### src/rtl/mac_rx_pkt_fifo.sv
// ---------------------------------------------------------------------------
// mac_rx_pkt_fifo
//
// Store-and-forward receive FIFO between the MAC RX interface and the header
// buffer. A frame becomes visible downstream only once its last beat has been
// accepted. Frames flagged bad by the MAC (rx_error with rx_last) or frames
// that overflow storage are discarded whole and counted in drop_cnt.
//
// Three pointers, each ADDR_W+1 bits wide and wrapping naturally:
//   wr_ptr  - speculative write position (current frame in progress)
//   cmt_ptr - end of the last committed frame
//   rd_ptr  - next committed entry to load into the output register
//
// Optional feature macro: MAC_RX_PKT_FIFO_BACKPRESSURE_EN
//   defined   : rx_ready = !full, so storage never overflows (the MAC must
//               bound frame length to DEPTH or the interface stalls forever)
//   undefined : rx_ready = 1, and a beat arriving while full drops the frame
//
// Ports:
//   clk         in   single clock, rising edge
//   rst         in   synchronous active-high reset
//   rx_valid    in   MAC beat valid
//   rx_data     in   MAC beat data [DATA_W]
//   rx_last     in   final beat of frame
//   rx_error    in   frame bad; only meaningful together with rx_last
//   rx_ready    out  FIFO accepts beat
//   fifo_valid  out  output beat valid (registered)
//   fifo_data   out  output beat data (registered) [DATA_W]
//   fifo_last   out  output final beat (registered)
//   fifo_ready  in   header buffer accepts beat
//   fifo_fire   out  fifo_valid & fifo_ready
//   pkt_avail   out  at least one committed frame not yet fully read
//   level       out  entries used (committed + uncommitted) [ADDR_W+1]
//   drop_cnt    out  frames dropped, saturating [CNT_W]
// ---------------------------------------------------------------------------
module mac_rx_pkt_fifo #(
  parameter int DATA_W = 8,
  parameter int DEPTH  = 32,
  parameter int ADDR_W = $clog2(DEPTH),
  parameter int CNT_W  = 16
) (
  input  logic              clk,
  input  logic              rst,
  input  logic              rx_valid,
  input  logic [DATA_W-1:0] rx_data,
  input  logic              rx_last,
  input  logic              rx_error,
  output logic              rx_ready,
  output logic              fifo_valid,
  output logic [DATA_W-1:0] fifo_data,
  output logic              fifo_last,
  input  logic              fifo_ready,
  output logic              fifo_fire,
  output logic              pkt_avail,
  output logic [ADDR_W:0]   level,
  output logic [CNT_W-1:0]  drop_cnt
);

  typedef enum logic [1:0] {
    ST_IDLE = 2'd0,
    ST_RECV = 2'd1,
    ST_DROP = 2'd2
  } state_t;

  localparam logic [ADDR_W:0]  PTR_ONE = {{ADDR_W{1'b0}}, 1'b1};
  localparam logic [ADDR_W:0]  DEPTH_C = (ADDR_W+1)'(DEPTH);
  localparam logic [CNT_W-1:0] CNT_ONE = {{(CNT_W-1){1'b0}}, 1'b1};
  localparam logic [CNT_W-1:0] CNT_MAX = {CNT_W{1'b1}};

  // Each entry carries the beat plus its last flag.
  logic [DATA_W:0]    mem_r [DEPTH];

  state_t             state_r;
  state_t             state_s;
  logic [ADDR_W:0]    wr_ptr_r;
  logic [ADDR_W:0]    cmt_ptr_r;
  logic [ADDR_W:0]    rd_ptr_r;
  logic [ADDR_W:0]    wr_ptr_s;
  logic [ADDR_W:0]    cmt_ptr_s;
  logic               wr_en_s;
  logic               drop_inc_s;
  logic [CNT_W-1:0]   drop_cnt_r;
  logic               fifo_valid_r;
  logic [DATA_W-1:0]  fifo_data_r;
  logic               fifo_last_r;

  logic [ADDR_W:0]    used_s;
  logic               full_s;
  logic               rx_ready_s;
  logic               accept_s;
  logic               overflow_s;
  logic               fire_s;
  logic               load_s;

  assign used_s = wr_ptr_r - rd_ptr_r;
  assign full_s = (used_s == DEPTH_C);

`ifdef MAC_RX_PKT_FIFO_BACKPRESSURE_EN
  assign rx_ready_s = ~full_s;
  assign overflow_s = 1'b0;
`else
  assign rx_ready_s = 1'b1;
  // A beat arriving while storage is full kills the current frame.
  assign overflow_s = rx_valid & full_s & (state_r != ST_DROP);
`endif

  assign accept_s = rx_valid & rx_ready_s;
  assign fire_s   = fifo_valid_r & fifo_ready;
  // Only committed entries (rd_ptr != cmt_ptr) are ever loaded.
  assign load_s   = (~fifo_valid_r | fire_s) & (rd_ptr_r != cmt_ptr_r);

  // FSM state register
  always_ff @(posedge clk) begin
    if (rst) begin
      state_r <= ST_IDLE;
    end else begin
      state_r <= state_s;
    end
  end

  // FSM next-state logic
  always_comb begin
    state_s = state_r;
    case (state_r)
      ST_IDLE, ST_RECV: begin
        if (overflow_s) begin
          state_s = rx_last ? ST_IDLE : ST_DROP;
        end else if (accept_s) begin
          state_s = rx_last ? ST_IDLE : ST_RECV;
        end else begin
          state_s = state_r;
        end
      end
      ST_DROP: begin
        if (accept_s && rx_last) begin
          state_s = ST_IDLE;
        end else begin
          state_s = ST_DROP;
        end
      end
      default: state_s = ST_IDLE;
    endcase
  end

  // FSM outputs: write enable, pointer updates and drop increment.
  // A bad frame rewinds wr_ptr to the pre-edge cmt_ptr; its error beat is
  // simply not written since the rewind would discard it anyway.
  always_comb begin
    wr_en_s    = 1'b0;
    wr_ptr_s   = wr_ptr_r;
    cmt_ptr_s  = cmt_ptr_r;
    drop_inc_s = 1'b0;
    case (state_r)
      ST_IDLE, ST_RECV: begin
        if (overflow_s) begin
          wr_ptr_s   = cmt_ptr_r;
          drop_inc_s = 1'b1;
        end else if (accept_s && rx_last && rx_error) begin
          wr_ptr_s   = cmt_ptr_r;
          drop_inc_s = 1'b1;
        end else if (accept_s) begin
          wr_en_s  = 1'b1;
          wr_ptr_s = wr_ptr_r + PTR_ONE;
          if (rx_last) begin
            cmt_ptr_s = wr_ptr_r + PTR_ONE;
          end else begin
            cmt_ptr_s = cmt_ptr_r;
          end
        end else begin
          wr_ptr_s = wr_ptr_r;
        end
      end
      ST_DROP: begin
        wr_en_s = 1'b0;
      end
      default: begin
        wr_en_s = 1'b0;
      end
    endcase
  end

  // Write-side pointers and drop counter
  always_ff @(posedge clk) begin
    if (rst) begin
      wr_ptr_r   <= '0;
      cmt_ptr_r  <= '0;
      drop_cnt_r <= '0;
    end else begin
      wr_ptr_r  <= wr_ptr_s;
      cmt_ptr_r <= cmt_ptr_s;
      if (drop_inc_s && (drop_cnt_r != CNT_MAX)) begin
        drop_cnt_r <= drop_cnt_r + CNT_ONE;
      end
    end
  end

  // Storage array; contents are not cleared by reset
  always_ff @(posedge clk) begin
    if (wr_en_s) begin
      mem_r[wr_ptr_r[ADDR_W-1:0]] <= {rx_last, rx_data};
    end
  end

  // Read pointer and output register
  always_ff @(posedge clk) begin
    if (rst) begin
      rd_ptr_r     <= '0;
      fifo_valid_r <= 1'b0;
      fifo_data_r  <= '0;
      fifo_last_r  <= 1'b0;
    end else if (load_s) begin
      {fifo_last_r, fifo_data_r} <= mem_r[rd_ptr_r[ADDR_W-1:0]];
      rd_ptr_r     <= rd_ptr_r + PTR_ONE;
      fifo_valid_r <= 1'b1;
    end else if (fire_s) begin
      fifo_valid_r <= 1'b0;
    end
  end

  assign rx_ready   = rx_ready_s;
  assign fifo_valid = fifo_valid_r;
  assign fifo_data  = fifo_data_r;
  assign fifo_last  = fifo_last_r;
  assign fifo_fire  = fire_s;
  assign level      = used_s;
  assign drop_cnt   = drop_cnt_r;
  // Any beat in the output register belongs to a committed frame that has
  // not yet finished firing.
  assign pkt_avail  = (cmt_ptr_r != rd_ptr_r) | fifo_valid_r;

endmodule

### config.mk
export PLATFORM = sky130hd
export DESIGN_NAME = mac_rx_pkt_fifo
export DESIGN_NICKNAME = d
export VERILOG_FILES = /design/src/rtl/mac_rx_pkt_fifo.sv
export SDC_FILE = /design/constraint.sdc
export NUM_CORES = 1
export LEC_CHECK = 0
export BUFFER_PORTS_ARGS = -buffer_cell sky130_fd_sc_hd__buf_2
export CAP_MARGIN = 20
export CORE_ASPECT_RATIO = 0.9
export CORE_UTILIZATION = 50
export CTS_CLUSTER_SIZE = 14
export DETAILED_ROUTE_END_ITERATION = 8
export HOLD_SLACK_MARGIN = 0.02
export PLACE_DENSITY = 0.69
export SLEW_MARGIN = 0
export SYNTH_ARGS = -nofsm -noshare
export SYNTH_HDL_FRONTEND = slang
export SYNTH_SLANG_ARGS = --single-unit
### constraint.sdc
create_clock -name clk -period 6.5 [get_ports clk]
set_input_delay 0.65 -clock clk [delete_from_list [all_inputs] [get_ports clk]]
set_output_delay 0.65 -clock clk [all_outputs]
set_load 0.01 [all_outputs]
==> results.cfg <==
[placement]
dp_hpwl_mm = 19.8
dpl_worst_slack_ps = 1640
numPortBuffers = 47
place.gp.congestion = 0.824

[worst_setup_path]
cp_max_fo = 20
worstPathArrival_ps = 5160
startpoint_type = flop
r2r_setup_slack_ps = 1480
worstReg2RegStart = rd_ptr_r[2]$_SDFFE_PP0P_
r2r-end = mem_r[30][4]$_DFFE_PP_
critPathRequiredTime_ps = 6630
end_kind = flop
reg2reg_depth = 8
crit_type = flop to flop

[synth]
synth_fa_ha_area_share_pct = 1.16
synth_top_family_by_area = multiplexers
syn-num-nets = 838
synth_area_per_cell_um2 = 16.7
ys_ff_latch = 334
synth_area_leaders = edfxtp_1, mux4_2, dfxtp_1
synth_compound_area_share_pct = 6.74
synth_area_um2 = 13600
yosysTopAreaCellShare_pct = 63.6
synth-seq-area-share_pct = 70.4
async_reset_ff_share_pct = 0
ys_top_cells_by_count = edfxtp_1, nor2_1, mux4_2, dfxtp_1, mux2i_1
synth_cells = 812
synth_cell_type_count = 57
synthSimpleGateAreaFrac_pct = 5.44
ys_warn_count = 0
synthXorXnorAreaFrac_pct = 1.55
synth_enable_flop_cells = 288
synth_top_flop_cell = edfxtp_1
yosysMostFrequentCell = edfxtp_1
yosysTopAreaCell = edfxtp_1
synth.mux.area_fraction_pct = 12.9

[timing]
fin_setup_tns_ps = 0
max_freq_ghz = 0.199
period_minus_slack_ps = 5020
setup_viol = 0
setup_ws_ps = 1480
slew_viol_final = 0
hold_violations = 0
rsz0062_at_grt = no
tightest_slew_ps = 1110
finalCritPeriodShare_pct = 77.3
slew_headroom_pct = 25.8
clock_skew_ps = 23.6

[cells_and_area]
fill_cells = 1973
nets = 886
area_growth_pct = 11.8
drive_above_1_share_pct = 19.7
insertedDiodeCount = 0

[power]
p_per_area_nw_per_um2 = 361
peakVddDrop_uv = 243
p_leak_nw = 5.01

[drt]
drt_pre_antenna_iters = 8
drc_errors = 0
postRouteAntennaNets = 0
vias = 7646
viasPerCell = 6.22
first_iter_violations = 897
wl_mm = 32.1
wl_per_cell_um = 26.1

[floorplanning]
die_h_um = 158
pin_count = 49
placementRows = 56
start_util_pct = 51.5
die_area_um2 = 27900
core_um2 = 26400
die_x_um = 176

[global_routing]
grt_max_degree = 61
grt_usage_pct = 23.6
overflow = 0
antenna_found_initial = 0
grt_pass1_wl_mm = 47.3
grt_pass1_vias = 7300

[hold_path]
holdPathStages = 3
min_to = fifo_valid$_SDFFE_PP0P_
hp-class = input port to flop
worstHoldStart = fifo_ready

[clock_tree]
cts_resized = 0
clockBufferDepth = 3
insertion_delay_ps = 510
post_cts_buffers = 0
clk_pin_slew_ps = 60
cts_htree_levels = 2
cts_sinks = 334
cts_buffers = 34
cts_tree = built
root_buffer = clkbuf_16
cts_hold_buf = 0

[outcome]
status = finished clean

[flow_run]
maxCapViolCount = 0
==> cell type report <==
cell class | instances | area, um2 | area share (%)
Tap cell | 348 | 435 | 2.86
Clock inverter | 16 | 140 | 0.922
Multi-Input combinational cell | 418 | 3780 | 24.9
Timing Repair Buffer | 56 | 303 | 1.99
Sequential cell | 334 | 9570 | 63.0
Clock buffer | 42 | 902 | 5.94
Inverter | 16 | 60.1 | 0.395
==> how the worst max path moves through the flow <==
stage / startpoint / end / slack [ps] / cells after the start
after floorplan: rd_ptr_r[3]$_SDFFE_PP0P_ / mem_r[10][0]$_DFFE_PP_ / 3160 / 11
after global placement: rd_ptr_r[2]$_SDFFE_PP0P_ / mem_r[14][5]$_DFFE_PP_ / 1770 / 8
after detailed placement: rd_ptr_r[2]$_SDFFE_PP0P_ / mem_r[30][4]$_DFFE_PP_ / 1640 / 8
after CTS: rd_ptr_r[2]$_SDFFE_PP0P_ / mem_r[30][4]$_DFFE_PP_ / 1650 / 8
after global routing: rd_ptr_r[2]$_SDFFE_PP0P_ / mem_r[30][4]$_DFFE_PP_ / 1360 / 8
final: rd_ptr_r[2]$_SDFFE_PP0P_ / mem_r[30][4]$_DFFE_PP_ / 1480 / 8
==> cell usage in the layout (no fill, tap or decap), types with 6 or more instances in the layout <==
cell / netlist / routed
or4_1: 6 / 6
nor3_1: 6 / 6
dfxtp_1: 46 / 44
buf_2: 10 / 47
buf_4: 1 / 9
mux4_2: 54 / 54
o22ai_1: 10 / 10
a221oi_1: 18 / 18
o21a_1: 6 / 6
inv_1: 14 / 14
clkbuf_1: 30 / 7
clkbuf_16: 0 / 35
edfxtp_1: 288 / 288
xor2_1: 7 / 7
o21ai_0: 7 / 7
a21oi_1: 18 / 18
nand3_1: 10 / 10
nand2_1: 25 / 25
mux2i_1: 45 / 45
nand4_1: 10 / 10
nor2_1: 63 / 63
mux2_2: 8 / 8
ha_1: 11 / 11
a21o_1: 14 / 14
nor2b_1: 10 / 10
a222oi_1: 14 / 14
clkinv_1: 1 / 6
xnor2_1: 17 / 17
==> per-layer routing <==
metal,track usage [%],wire length [um]
met5,0,0
met4,9.07,1000
met3,4.49,3020
met2,35.2,14200
met1,34.7,13900
==> logic make-up (layout without fill, tap and decap cells) <==
| group | after synthesis | count (layout) |
|---|---|---|
| flip-flops | 334 | 334 |
| buffers and inverters | 60 | 130 |
| AO/OA/AOI/OAI | 121 | 121 |
| XOR/XNOR | 24 | 24 |
| AND/OR/NAND/NOR | 153 | 153 |
| other | 1 | 1 |
| multiplexers | 107 | 107 |
| adder cells (fa/ha/maj) | 12 | 12 |
==> critical path, cell delays in order (launching register included) <==
cell      delay [ps]
dfxtp_1          860
inv_2            200
ha_1             290
or2_2            300
o221a_2          250
a31o_2           260
o211ai_2         550
nand4_1          950
nor2_1           980
==> where the power goes <==
group,internal (mW),leakage [nW],switching [mW],total [mW]
clock network,1.07,0.504,0.786,1.85
logic,0.533,1.54,0.608,1.14
registers,2.40,2.97,0.102,2.50
==> state kept, by name, summed over array words and instances, names as in the netlist, 2 cells and up <==
register / cells
cmt_ptr_r: 6
rd_ptr_r: 6
wr_ptr_r: 6
mem_r: 288
state_r: 2
drop_cnt: 16
fifo_data: 8
==> per-stage QoR <==
stage | hold slack, ps | std cells | power (mW) | utilization (%) | instance area (um2)
floorplan | 463 | 812 | 3.31 | - | 13600
global placement | 485 | 1172 | 3.68 | 53.6 | 14200
detailed placement | 481 | 1172 | 3.68 | 53.6 | 14200
CTS | 431 | 1230 | 5.53 | 57.5 | 15200
global route | 472 | 1230 | 5.68 | 57.5 | 15200
finish | 454 | 1230 | 5.49 | 57.5 | 15200
No activity file was read; power rests on OpenSTA's default activity.
